===== config.mk =====
export PLATFORM = sky130hd
export DESIGN_NAME = cdma_addr_guard
export DESIGN_NICKNAME = d
export VERILOG_FILES = /design/src/rtl/cdma_addr_guard.sv
export SDC_FILE = /design/constraint.sdc
export NUM_CORES = 1
export LEC_CHECK = 0
export CORE_AREA = 10 10 234 236
export DETAILED_ROUTE_END_ITERATION = 16
export DIE_AREA = 0 0 244 246
export GPL_TIMING_DRIVEN = 1
export PLACE_DENSITY = 0.42
export SYNTH_ARGS = -nofsm -noshare
export SYNTH_HDL_FRONTEND = slang
export SYNTH_SLANG_ARGS = --single-unit
export TNS_END_PERCENT = 5

===== constraint.sdc =====
create_clock -name clk -period 5.7 [get_ports clk]
set_input_delay 1.14 -clock clk [delete_from_list [all_inputs] [get_ports clk]]
set_output_delay 1.14 -clock clk [all_outputs]
set_load 0.02 [all_outputs]

===== src/rtl/cdma_addr_guard.sv =====
// cdma_addr_guard: AXI4 address window checker between the remapped CDMA
// master and the memory interconnect. In-window transactions pass through
// unchanged; out-of-window transactions are answered locally with DECERR and
// recorded in the error registers. The internal FSM states and the in-flight
// counters are also brought out on dbg_* ports.
//
// Handshake rule on every channel: a transfer happens in a cycle where valid
// and ready are both high at the rising edge; valid never waits on ready.
module cdma_addr_guard #(
  parameter int                    ADDR_WIDTH      = 32,
  parameter int                    DATA_WIDTH      = 64,
  parameter int                    ID_WIDTH        = 4,
  parameter int                    USER_WIDTH      = 1,
  parameter logic [ADDR_WIDTH-1:0] WIN_BASE        = 32'h8000_0000,
  parameter logic [ADDR_WIDTH-1:0] WIN_MASK        = 32'h8000_0000,
  parameter int                    MAX_OUTSTANDING = 8
) (
  input  logic                               clk,
  input  logic                               reset,
  // slave side (from CDMA remap)
  input  logic [ID_WIDTH-1:0]                s_axi_awid,
  input  logic [ADDR_WIDTH-1:0]              s_axi_awaddr,
  input  logic [7:0]                         s_axi_awlen,
  input  logic [2:0]                         s_axi_awsize,
  input  logic [1:0]                         s_axi_awburst,
  input  logic                               s_axi_awlock,
  input  logic [3:0]                         s_axi_awcache,
  input  logic [2:0]                         s_axi_awprot,
  input  logic [3:0]                         s_axi_awqos,
  input  logic [USER_WIDTH-1:0]              s_axi_awuser,
  input  logic                               s_axi_awvalid,
  output logic                               s_axi_awready,
  input  logic [DATA_WIDTH-1:0]              s_axi_wdata,
  input  logic [DATA_WIDTH/8-1:0]            s_axi_wstrb,
  input  logic                               s_axi_wlast,
  input  logic                               s_axi_wvalid,
  output logic                               s_axi_wready,
  output logic [ID_WIDTH-1:0]                s_axi_bid,
  output logic [1:0]                         s_axi_bresp,
  output logic                               s_axi_bvalid,
  input  logic                               s_axi_bready,
  input  logic [ID_WIDTH-1:0]                s_axi_arid,
  input  logic [ADDR_WIDTH-1:0]              s_axi_araddr,
  input  logic [7:0]                         s_axi_arlen,
  input  logic [2:0]                         s_axi_arsize,
  input  logic [1:0]                         s_axi_arburst,
  input  logic                               s_axi_arlock,
  input  logic [3:0]                         s_axi_arcache,
  input  logic [2:0]                         s_axi_arprot,
  input  logic [3:0]                         s_axi_arqos,
  input  logic [USER_WIDTH-1:0]              s_axi_aruser,
  input  logic                               s_axi_arvalid,
  output logic                               s_axi_arready,
  output logic [ID_WIDTH-1:0]                s_axi_rid,
  output logic [DATA_WIDTH-1:0]              s_axi_rdata,
  output logic [1:0]                         s_axi_rresp,
  output logic                               s_axi_rlast,
  output logic                               s_axi_rvalid,
  input  logic                               s_axi_rready,
  // master side (to interconnect)
  output logic [ID_WIDTH-1:0]                m_axi_awid,
  output logic [ADDR_WIDTH-1:0]              m_axi_awaddr,
  output logic [7:0]                         m_axi_awlen,
  output logic [2:0]                         m_axi_awsize,
  output logic [1:0]                         m_axi_awburst,
  output logic                               m_axi_awlock,
  output logic [3:0]                         m_axi_awcache,
  output logic [2:0]                         m_axi_awprot,
  output logic [3:0]                         m_axi_awqos,
  output logic [USER_WIDTH-1:0]              m_axi_awuser,
  output logic                               m_axi_awvalid,
  input  logic                               m_axi_awready,
  output logic [DATA_WIDTH-1:0]              m_axi_wdata,
  output logic [DATA_WIDTH/8-1:0]            m_axi_wstrb,
  output logic                               m_axi_wlast,
  output logic                               m_axi_wvalid,
  input  logic                               m_axi_wready,
  input  logic [ID_WIDTH-1:0]                m_axi_bid,
  input  logic [1:0]                         m_axi_bresp,
  input  logic                               m_axi_bvalid,
  output logic                               m_axi_bready,
  output logic [ID_WIDTH-1:0]                m_axi_arid,
  output logic [ADDR_WIDTH-1:0]              m_axi_araddr,
  output logic [7:0]                         m_axi_arlen,
  output logic [2:0]                         m_axi_arsize,
  output logic [1:0]                         m_axi_arburst,
  output logic                               m_axi_arlock,
  output logic [3:0]                         m_axi_arcache,
  output logic [2:0]                         m_axi_arprot,
  output logic [3:0]                         m_axi_arqos,
  output logic [USER_WIDTH-1:0]              m_axi_aruser,
  output logic                               m_axi_arvalid,
  input  logic                               m_axi_arready,
  input  logic [ID_WIDTH-1:0]                m_axi_rid,
  input  logic [DATA_WIDTH-1:0]              m_axi_rdata,
  input  logic [1:0]                         m_axi_rresp,
  input  logic                               m_axi_rlast,
  input  logic                               m_axi_rvalid,
  output logic                               m_axi_rready,
  // error capture
  output logic [15:0]                        err_count,
  output logic [ADDR_WIDTH-1:0]              err_addr,
  output logic                               err_is_write,
  // debug visibility
  output logic [0:0]                         dbg_rd_state,
  output logic [1:0]                         dbg_wr_state,
  output logic [$clog2(MAX_OUTSTANDING):0]   dbg_rd_cnt,
  output logic [$clog2(MAX_OUTSTANDING):0]   dbg_wr_cnt
);

  localparam int                CNT_W   = $clog2(MAX_OUTSTANDING) + 1;
  localparam logic [CNT_W-1:0]  CNT_MAX = CNT_W'(MAX_OUTSTANDING);

  localparam logic [0:0] R_IDLE  = 1'b0;
  localparam logic [0:0] R_ERR   = 1'b1;
  localparam logic [1:0] W_IDLE  = 2'd0;
  localparam logic [1:0] W_DRAIN = 2'd1;
  localparam logic [1:0] W_RESP  = 2'd2;

  logic [0:0]            rd_state_q, rd_state_d;
  logic [1:0]            wr_state_q, wr_state_d;
  logic [CNT_W-1:0]      rd_cnt_q, rd_cnt_d;
  logic [CNT_W-1:0]      wr_cnt_q, wr_cnt_d;
  logic [CNT_W-1:0]      w_pend_q, w_pend_d;
  logic [ID_WIDTH-1:0]   rd_id_q, rd_id_d;
  logic [7:0]            rd_len_q, rd_len_d;
  logic [7:0]            rd_beat_q, rd_beat_d;
  logic [ID_WIDTH-1:0]   wr_id_q, wr_id_d;
  logic [15:0]           err_count_q, err_count_d;
  logic [ADDR_WIDTH-1:0] err_addr_q, err_addr_d;
  logic                  err_is_write_q, err_is_write_d;

  logic ar_hit, aw_hit;
  logic rd_miss_hs, wr_miss_hs;
  logic aw_hit_hs, w_last_fwd;
  logic [16:0] err_sum;

  assign ar_hit = (s_axi_araddr & WIN_MASK) == WIN_BASE;
  assign aw_hit = (s_axi_awaddr & WIN_MASK) == WIN_BASE;

  // Request and write-data payloads are forwarded as-is; only valid/ready are gated.
  assign m_axi_awid    = s_axi_awid;
  assign m_axi_awaddr  = s_axi_awaddr;
  assign m_axi_awlen   = s_axi_awlen;
  assign m_axi_awsize  = s_axi_awsize;
  assign m_axi_awburst = s_axi_awburst;
  assign m_axi_awlock  = s_axi_awlock;
  assign m_axi_awcache = s_axi_awcache;
  assign m_axi_awprot  = s_axi_awprot;
  assign m_axi_awqos   = s_axi_awqos;
  assign m_axi_awuser  = s_axi_awuser;
  assign m_axi_wdata   = s_axi_wdata;
  assign m_axi_wstrb   = s_axi_wstrb;
  assign m_axi_wlast   = s_axi_wlast;
  assign m_axi_arid    = s_axi_arid;
  assign m_axi_araddr  = s_axi_araddr;
  assign m_axi_arlen   = s_axi_arlen;
  assign m_axi_arsize  = s_axi_arsize;
  assign m_axi_arburst = s_axi_arburst;
  assign m_axi_arlock  = s_axi_arlock;
  assign m_axi_arcache = s_axi_arcache;
  assign m_axi_arprot  = s_axi_arprot;
  assign m_axi_arqos   = s_axi_arqos;
  assign m_axi_aruser  = s_axi_aruser;

  assign err_count    = err_count_q;
  assign err_addr     = err_addr_q;
  assign err_is_write = err_is_write_q;
  assign dbg_rd_state = rd_state_q;
  assign dbg_wr_state = wr_state_q;
  assign dbg_rd_cnt   = rd_cnt_q;
  assign dbg_wr_cnt   = wr_cnt_q;

  // Read path: AR gating, R passthrough, and local DECERR burst generation.
  always_comb begin
    rd_state_d    = rd_state_q;
    rd_id_d       = rd_id_q;
    rd_len_d      = rd_len_q;
    rd_beat_d     = rd_beat_q;
    rd_miss_hs    = 1'b0;
    m_axi_arvalid = 1'b0;
    s_axi_arready = 1'b0;
    m_axi_rready  = 1'b0;
    s_axi_rvalid  = 1'b0;
    s_axi_rid     = m_axi_rid;
    s_axi_rdata   = m_axi_rdata;
    s_axi_rresp   = m_axi_rresp;
    s_axi_rlast   = m_axi_rlast;
    case (rd_state_q)
      R_IDLE: begin
        if (ar_hit) begin
          m_axi_arvalid = s_axi_arvalid && (rd_cnt_q < CNT_MAX);
          s_axi_arready = m_axi_arready && (rd_cnt_q < CNT_MAX);
        end else begin
          // A miss waits for all forwarded reads to drain so its error
          // response cannot overtake one of them.
          s_axi_arready = (rd_cnt_q == '0);
          if (s_axi_arvalid && (rd_cnt_q == '0)) begin
            rd_miss_hs = 1'b1;
            rd_id_d    = s_axi_arid;
            rd_len_d   = s_axi_arlen;
            rd_beat_d  = 8'd0;
            rd_state_d = R_ERR;
          end
        end
        s_axi_rvalid = m_axi_rvalid;
        m_axi_rready = s_axi_rready;
      end
      default: begin
        s_axi_rvalid = 1'b1;
        s_axi_rid    = rd_id_q;
        s_axi_rdata  = '0;
        s_axi_rresp  = 2'b11;
        s_axi_rlast  = (rd_beat_q == rd_len_q);
        if (s_axi_rready) begin
          if (rd_beat_q == rd_len_q) rd_state_d = R_IDLE;
          else                       rd_beat_d  = rd_beat_q + 8'd1;
        end
      end
    endcase
    if (reset) begin
      m_axi_arvalid = 1'b0;
      s_axi_arready = 1'b0;
      s_axi_rvalid  = 1'b0;
      m_axi_rready  = 1'b0;
      rd_miss_hs    = 1'b0;
    end
  end

  // Write path: AW gating, W forwarding/draining, B passthrough or DECERR.
  always_comb begin
    wr_state_d    = wr_state_q;
    wr_id_d       = wr_id_q;
    wr_miss_hs    = 1'b0;
    aw_hit_hs     = 1'b0;
    w_last_fwd    = 1'b0;
    m_axi_awvalid = 1'b0;
    s_axi_awready = 1'b0;
    m_axi_wvalid  = 1'b0;
    s_axi_wready  = 1'b0;
    s_axi_bvalid  = m_axi_bvalid;
    s_axi_bid     = m_axi_bid;
    s_axi_bresp   = m_axi_bresp;
    m_axi_bready  = s_axi_bready;
    case (wr_state_q)
      W_IDLE: begin
        if (aw_hit) begin
          m_axi_awvalid = s_axi_awvalid && (wr_cnt_q < CNT_MAX);
          s_axi_awready = m_axi_awready && (wr_cnt_q < CNT_MAX);
          aw_hit_hs     = s_axi_awvalid && m_axi_awready && (wr_cnt_q < CNT_MAX);
        end else begin
          s_axi_awready = (wr_cnt_q == '0) && (w_pend_q == '0);
          if (s_axi_awvalid && (wr_cnt_q == '0) && (w_pend_q == '0)) begin
            wr_miss_hs = 1'b1;
            wr_id_d    = s_axi_awid;
            wr_state_d = W_DRAIN;
          end
        end
        // W only moves once its AW has been forwarded (or is this cycle).
        if ((w_pend_q != '0) || aw_hit_hs) begin
          m_axi_wvalid = s_axi_wvalid;
          s_axi_wready = m_axi_wready;
          w_last_fwd   = s_axi_wvalid && m_axi_wready && s_axi_wlast;
        end
      end
      W_DRAIN: begin
        s_axi_wready = 1'b1;
        if (s_axi_wvalid && s_axi_wlast) wr_state_d = W_RESP;
      end
      default: begin
        s_axi_bvalid = 1'b1;
        s_axi_bid    = wr_id_q;
        s_axi_bresp  = 2'b11;
        m_axi_bready = 1'b0;
        if (s_axi_bready) wr_state_d = W_IDLE;
      end
    endcase
    if (reset) begin
      m_axi_awvalid = 1'b0;
      s_axi_awready = 1'b0;
      m_axi_wvalid  = 1'b0;
      s_axi_wready  = 1'b0;
      s_axi_bvalid  = 1'b0;
      m_axi_bready  = 1'b0;
      wr_miss_hs    = 1'b0;
      aw_hit_hs     = 1'b0;
      w_last_fwd    = 1'b0;
    end
  end

  // Outstanding counters: forwarded reads, forwarded writes, writes awaiting W data.
  always_comb begin
    rd_cnt_d = rd_cnt_q;
    wr_cnt_d = wr_cnt_q;
    w_pend_d = w_pend_q;
    case ({m_axi_arvalid && m_axi_arready, m_axi_rvalid && m_axi_rready && m_axi_rlast})
      2'b10:   rd_cnt_d = rd_cnt_q + 1'b1;
      2'b01:   rd_cnt_d = rd_cnt_q - 1'b1;
      default: rd_cnt_d = rd_cnt_q;
    endcase
    case ({m_axi_awvalid && m_axi_awready, m_axi_bvalid && m_axi_bready})
      2'b10:   wr_cnt_d = wr_cnt_q + 1'b1;
      2'b01:   wr_cnt_d = wr_cnt_q - 1'b1;
      default: wr_cnt_d = wr_cnt_q;
    endcase
    case ({aw_hit_hs, w_last_fwd})
      2'b10:   w_pend_d = w_pend_q + 1'b1;
      2'b01:   w_pend_d = w_pend_q - 1'b1;
      default: w_pend_d = w_pend_q;
    endcase
  end

  // Error capture: saturating count; a same-cycle write miss wins the address.
  always_comb begin
    err_sum        = {1'b0, err_count_q} + {16'd0, rd_miss_hs} + {16'd0, wr_miss_hs};
    err_count_d    = err_sum[16] ? 16'hFFFF : err_sum[15:0];
    err_addr_d     = err_addr_q;
    err_is_write_d = err_is_write_q;
    if (wr_miss_hs) begin
      err_addr_d     = s_axi_awaddr;
      err_is_write_d = 1'b1;
    end else if (rd_miss_hs) begin
      err_addr_d     = s_axi_araddr;
      err_is_write_d = 1'b0;
    end
  end

  // State registers with synchronous reset.
  always_ff @(posedge clk) begin
    if (reset) begin
      rd_state_q     <= R_IDLE;
      wr_state_q     <= W_IDLE;
      rd_cnt_q       <= '0;
      wr_cnt_q       <= '0;
      w_pend_q       <= '0;
      rd_id_q        <= '0;
      rd_len_q       <= '0;
      rd_beat_q      <= '0;
      wr_id_q        <= '0;
      err_count_q    <= '0;
      err_addr_q     <= '0;
      err_is_write_q <= 1'b0;
    end else begin
      rd_state_q     <= rd_state_d;
      wr_state_q     <= wr_state_d;
      rd_cnt_q       <= rd_cnt_d;
      wr_cnt_q       <= wr_cnt_d;
      w_pend_q       <= w_pend_d;
      rd_id_q        <= rd_id_d;
      rd_len_q       <= rd_len_d;
      rd_beat_q      <= rd_beat_d;
      wr_id_q        <= wr_id_d;
      err_count_q    <= err_count_d;
      err_addr_q     <= err_addr_d;
      err_is_write_q <= err_is_write_d;
    end
  end

endmodule


==> results of run 1 <==
==> flip-flops by register name, indices dropped and copies added, names as in the netlist, 2 cells and up <==
name and flops:
err_addr 32, dbg_wr_state 2, err_count 16, dbg_rd_cnt 4, rd_len_q 8, rd_beat_q 8, wr_id_q 4, rd_id_q 4
w_pend_q 4, dbg_wr_cnt 4
==> logic make-up after synthesis <==
| logic type | synth area share |
|---|---|
| xor gates and xnor gates | 0.03603 |
| DFF | 0.2787 |
| muxes | 0.02732 |
| AOI/OAI and AO/OA | 0.1134 |
| and+or+nand+nor | 0.2395 |
| adders and majority gates | 0.03444 |
| buffers and inverters | 0.2706 |
==> layer usage <==
| metal | vias up | wire length (microns) | track usage | share of wire |
|---|---|---|---|---|
| met5 | - | 0 | 0 | 0 |
| met4 | 0 | 1495 | 0.05881 | 0.051 |
| met3 | 82 | 3102 | 0.04739 | 0.10 |
| met2 | 346 | 13970 | 0.1617 | 0.47 |
| met1 | 2720 | 11010 | 0.09241 | 0.37 |
| li1 | 2853 | - | - | - |
==> worst paths after layout <==
| kind | startpoint | to | slack [ns] | depth (start not counted) |
|---|---|---|---|---|
| setup / recovery | s_axi_araddr[31] | err_count[1] | 1.32 | 12 |
| setup reg to reg | dbg_rd_cnt[0] | err_count[1] | 2.02 | 11 |
| hold reg to reg | err_is_write | err_is_write | 0.45 | 2 |
| hold / removal | err_is_write | err_is_write | 0.45 | 2 |
==> critical path: cells and delay by family <==
kind / cells / cell delay, ns
AO/OA/AOI/OAI: 1 / 0.25
adder cells (fa/ha/maj): 2 / 0.74
buffers and inverters: 2 / 0.55
AND/OR/NAND/NOR: 7 / 2.01
==> through the flow <==
step	instances	hold WS [ns]
final	1661	0.4522
after detailed placement	1644	0.4396
after global routing	1661	0.4890
after CTS	1660	0.4517
after global placement	1644	0.4367
after floorplan	807	0.4329
==> layout make-up <==
type	count	area (sq um)	area share
multi-input combinational	465	2849	0.2894
sequential	88	1765	0.1794
timing repair buffer	404	4024	0.4088
inverter	15	56.30	0.005720
clock inverter	6	66.31	0.006737
clock buffer	10	239.0	0.02428
tap	672	840.8	0.08542
antenna	1	2.502	0.0002542
==> power breakdown <==
| group | internal, mW | switching (mW) |
|---|---|---|
| Clock | 0.354 | 0.284 |
| Sequential | 0.649 | 0.0337 |
| Combinational | 0.348 | 0.350 |
==> cell usage in the layout (no fill, tap or decap), drive strengths merged, types with 4 or more instances in the layout <==
| cell type | synthesis | layout |
|---|---|---|
| a21oi | 46 | 46 |
| a311oi | 32 | 32 |
| and2 | 4 | 4 |
| and3 | 5 | 5 |
| buf | 207 | 8 |
| clkbuf | 32 | 10 |
| clkdlybuf4s50 | 0 | 396 |
| dfxtp | 88 | 88 |
| fa | 4 | 4 |
| ha | 11 | 11 |
| inv | 15 | 17 |
| mux2 | 10 | 10 |
| mux2i | 6 | 6 |
| nand2 | 104 | 104 |
| nand3 | 19 | 19 |
| nand4 | 7 | 7 |
| nor2 | 66 | 66 |
| nor2b | 67 | 67 |
| nor3 | 5 | 5 |
| nor4 | 5 | 5 |
| o211ai | 4 | 4 |
| o21ai | 4 | 4 |
| or2 | 5 | 5 |
| or3 | 6 | 6 |
| xnor2 | 6 | 6 |
| xor2 | 20 | 20 |
==> flow_metrics.tcl, run 1 <==
set metrics [dict create \
    synth_seq_cells 88 \
    drt_first_pass_iters 5 \
    p_per_area_nw_per_um2 205.0 \
    antenna_found_initial 1 \
    synthCells 807 \
    grt_max_degree 59 \
    worstSetupPathType "input port to register" \
    finalClockSkew_ns 0.008254 \
    antenna_left 0 \
    grt_pass1_wl_microns 42900 \
    max_freq_mhz 228.4 \
    cts.sinks 88 \
    cts_buffers 9 \
    drv_cap 0 \
    worstMarginPinSlew_ns 1.044 \
    drive_gt1_frac 0.05061 \
    maxSlewHeadroom 0.2942 \
    synth_seq_area_share 0.2787 \
    dp_slack_ns 0.8859 \
    synth_most_common_cell "buf_4" \
    port_buffers 397 \
    cp_slowest_stage_delay_ns 0.51 \
    die_h_microns 246 \
    hold_viol 0 \
    grt-ovfl-total 0 \
    fp.dieW_microns 244 \
    grt_pass1_vias 6502 \
    synth_edf_count 0 \
    min_period_ns 4.378 \
    place.gp.congestion 0.8125 \
    drt_iter0_markers 185 \
    cts_buffer_depth 2 \
    routedWlPerCell_microns 17.81 \
    crit_slowest_cell "fa_1" \
    final_core_util 0.1974 \
    htreeDepth 3 \
    critical_path_arrival_ns 4.68 \
    p_leak_nw 3.492 \
    wl_microns 29580 \
    cts_tree "built" \
    vias_per_cell 3.613 \
    synth_top_area_frac 0.2787 \
    crit_fanout 12 \
    slew_violations 0 \
    cts_setup_buffers 0 \
    async_flop_share 0 \
    cp.required_ns 6.00 \
    ioPinCount 630 \
    yosys.area.top_type "dfxtp_1" \
    clkTransAtPathRegs_ns 0.07 \
    syn_to_final_growth_pct 55.72 \
    vias 6001 \
    cp-end-kind "register" \
    worstPathCellList "clkdlybuf4s50_1 -> or4_4 -> nor4b_4 -> nand2b_1 -> fa_1 -> inv_1 -> ha_1 -> nand4_1 -> nor2_1 -> and3_1 -> nand3_1 -> a21oi_1" \
    setup_viol 0 \
    netlist_area_sq_um 6321 \
    core-area_sq_um 49860 \
    synth_flop_cell "dfxtp_1" \
    layout_setup_ws_ns 1.322 \
    totalPowerFinal_mw 2.018 \
    drc 0 \
    rows 82 \
    hpwl_microns 24180 \
    yosys-top-cells-count "buf_4, nand2_1, dfxtp_1" \
    track_usage 0.09545 \
    die_area_sq_um 60020 \
    status "completed" \
    root_buffer "clkbuf_16" \
    ctsHoldBuffers 0 \
    ir_drop_v 0.0001396 \
    synth_cell_type_count 52 \
    final_nets 1284 \
    clk_latency_ns 0.38 \
    syn_nets 1108 \
    nFillCells 5638 \
    rsz0062_at_grt "false" \
    cp-start-kind "input port" \
    final.setup.tns_ns 0 \
    min_path_type "register to register" \
    cts_resized 0 \
    place_area_sq_um 9535 \
    initial_core_util 0.1268 \
    fin_area_sq_um 9843 \
    ys_warn_count 0 \
    avgSynthCellArea_sq_um 7.833 \
    yosys-top-cells-area "dfxtp_1, buf_4, nor2b_1" \
    period_share 0.7680 \
]
Power figures use the tool's default switching activity.
==> run 2, diff against run 1 <==
--- a/config.mk
+++ b/config.mk
@@ -5,11 +5,11 @@
 export SDC_FILE = /design/constraint.sdc
 export NUM_CORES = 1
 export LEC_CHECK = 0
-export CORE_AREA = 10 10 234 236
+export CORE_AREA = 10 10 236 238
 export DETAILED_ROUTE_END_ITERATION = 16
-export DIE_AREA = 0 0 244 246
+export DIE_AREA = 0 0 246 248
 export GPL_TIMING_DRIVEN = 1
-export PLACE_DENSITY = 0.42
+export PLACE_DENSITY = 0.43
 export SYNTH_ARGS = -nofsm -noshare
 export SYNTH_HDL_FRONTEND = slang
 export SYNTH_SLANG_ARGS = --single-unit
==> constraint.sdc (replaced) <==
create_clock -name clk -period 3.7 [get_ports clk]
set_input_delay 0.74 -clock clk [delete_from_list [all_inputs] [get_ports clk]]
set_output_delay 0.74 -clock clk [all_outputs]
set_load 0.02 [all_outputs]
==> run 2 against run 1 <==
  * Sequential power increased by 54%
  * Die area increased by 1.6%
  * Final cell count increased by 1.3%
  * Routed wire length decreased by 2.9%
  * Sequential share of layout area decreased by 0.28 points
  * First-iteration DRC count increased by 41%
  * Power increased by 58%
  * Sequential cell count unchanged
  * Clock skew increased by 0.0030 ns
  * Cell area increased by 1.6%
==> flow_metrics.tcl, run 2 (synthesis gave the netlist of run 1 again) <==
set metrics [dict create \
    routedWlPerCell_microns 17.07 \
    min_period_ns 3.430 \
    worstPathCellList "clkdlybuf4s50_1 -> or4_4 -> nor4b_4 -> nand2b_1 -> fa_1 -> inv_1 -> ha_1 -> nand4_1 -> nor2_1 -> and3_1 -> nand3_1 -> buf_4 -> a21oi_1" \
    final_nets 1299 \
    worstSetupPathType "input port to register" \
    clk_latency_ns 0.38 \
    reg2reg_to "err_count[0]" \
    die_h_microns 248 \
    crit_slowest_cell "fa_1" \
    p_leak_nw 3.583 \
    maxSlewHeadroom 0.5011 \
    critPathBufInv 3 \
    num_antenna_cells 0 \
    p_per_area_nw_per_um2 318.4 \
    drt_iter0_markers 261 \
    cts_buffer_depth 2 \
    ioPinCount 630 \
    fin_area_sq_um 10000 \
    hpwl_microns 23730 \
    critical_path_arrival_ns 3.74 \
    place.gp.congestion 0.7667 \
    setup_viol 0 \
    crit_path_end "err_count[0]" \
    drc 0 \
    syn_to_final_growth_pct 58.19 \
    clkTransAtPathRegs_ns 0.07 \
    vias_per_cell 3.596 \
    cts.sinks 88 \
    initial_core_util 0.1240 \
    seqPwrFrac 0.329 \
    rrSetupSlack_ns 0.50 \
    rsz0062_at_grt "false" \
    drt_first_pass_iters 4 \
    min_path_type "register to register" \
    switchingPower_mw 1.038 \
    status "completed" \
    cp_slowest_stage_delay_ns 0.49 \
    slew_violations 0 \
    ctsHoldBuffers 0 \
    totalPowerFinal_mw 3.184 \
    antenna_found_initial 0 \
    final_cell_mix "clkdlybuf4s50_1, nand2_1, dfxtp_1, nor2b_1, nor2_1" \
    grt.busiest_layer "met2" \
    largest_register_ffs 32 \
    finalClockSkew_ns 0.01127 \
    drive_gt1_frac 0.06680 \
    worstMarginPinSlew_ns 0.7439 \
    cts_setup_buffers 0 \
    die_area_sq_um 61010 \
    clkPwrFrac 0.330 \
    cts_tree "built" \
    final.setup.tns_ns 0 \
    intPower_mw 2.146 \
    antenna_left 0 \
    htreeDepth 3 \
    wl_microns 28730 \
    fp.dieW_microns 246 \
    cp.required_ns 4.01 \
    r2r_cells 12 \
    r2r-start "dbg_wr_cnt[3]" \
    critical_path_cell_count 13 \
    grt_pass1_wl_microns 41950 \
    core-area_sq_um 50990 \
    cts_resized 0 \
    use_met2 0.1571 \
    rows 83 \
    grt-ovfl-total 0 \
    swShare 0.3261 \
    period_share 0.9271 \
    hold_viol 0 \
    port_buffers 397 \
    cp-end-kind "register" \
    vias 6052 \
    cts_buffers 9 \
    final_common_cell "clkdlybuf4s50_1" \
    root_buffer "clkbuf_16" \
    use_met3 0.04214 \
    pwr-share-comb 0.340 \
    max_freq_mhz 291.5 \
    drv_cap 0 \
    use_met1 0.08650 \
    crit_fanout 7 \
    crit_start "s_axi_araddr[31]" \
    ir_drop_v 0.0002270 \
    place_area_sq_um 9668 \
    cp-start-kind "input port" \
    grt_pass1_vias 6572 \
    track_usage 0.09108 \
    crit_family "simple AND/OR/NAND/NOR gates" \
    grt_max_degree 59 \
]
[run 2: cell types whose count changed in the layout (fill, tap and decap cells not counted), sizes merged]
| cell | previous run | this run |
|---|---|---|
| diode | 1 | 0 |
| buf | 8 | 24 |
| bufinv | 1 | 2 |
| clkinv | 3 | 1 |
| clkbuf | 10 | 9 |
| clkdlybuf4s50 | 396 | 395 |
| inv | 17 | 19 |
[run 2: how the worst min path moves through the flow]
stage | slack (ns) | endpoint | startpoint | depth (start not counted)
after detailed placement | 0.45 | err_is_write | err_is_write | 2
final | 0.46 | err_is_write | err_is_write | 2
after global placement | 0.44 | err_is_write | err_is_write | 2
after floorplan | 0.43 | rd_id_q[0] | rd_id_q[0] | 2
after CTS | 0.46 | err_is_write | err_is_write | 2
after global routing | 0.49 | rd_id_q[1] | rd_id_q[1] | 2
[run 2: power by group through the flow]
stage	Combinational, mW	Clock (mW)	Sequential (mW)
finish	1.08	1.05	1.05
global route	1.17	1.15	1.06
CTS	1.11	1.12	1.05
detailed placement	1.11	0	1.07
global placement	1.11	0	1.07
floorplan	0.668	0	1.10
[run 2: per-stage QoR]
step | cells | worst slack, ns | utilization | hold WS, ns
2_1_floorplan | 807 | 0.03468 | - | 0.4329
3_3_place_gp | 1667 | -0.1573 | 0.1896 | 0.4356
6_report | 1683 | 0.2696 | 0.1961 | 0.4557
4_1_cts | 1683 | 0.2453 | 0.1960 | 0.4580
5_1_grt | 1683 | 0.01277 | 0.1961 | 0.4901
3_5_place_dp | 1667 | -0.1672 | 0.1896 | 0.4464
[run 2: metal layers]
metal  wire, microns  vias up
met5               0        -
met4            1331        0
met3            3434       69
met2           13710      385
met1           10250     2725
li1                -     2873
[run 2: area by class of cell]
class	instances	area, sq um
Fill cell	5738	40990
Clock inverter	7	100.1
Sequential cell	88	1765
Inverter	15	56.30
Tap cell	680	850.8
Multi-Input combinational cell	465	2855
Clock buffer	9	225.2
Timing Repair Buffer	419	4146
[run 2: worst reg2reg max path: stages, from the launching register on]
cell,delay [ns]
dfxtp_1,0.36
nor4_1,0.49
nand3_1,0.23
or2_2,0.35
fa_1,0.49
inv_1,0.12
ha_1,0.16
nand4_1,0.13
nor2_1,0.18
and3_1,0.20
nand3_1,0.10
buf_4,0.19
a21oi_1,0.13
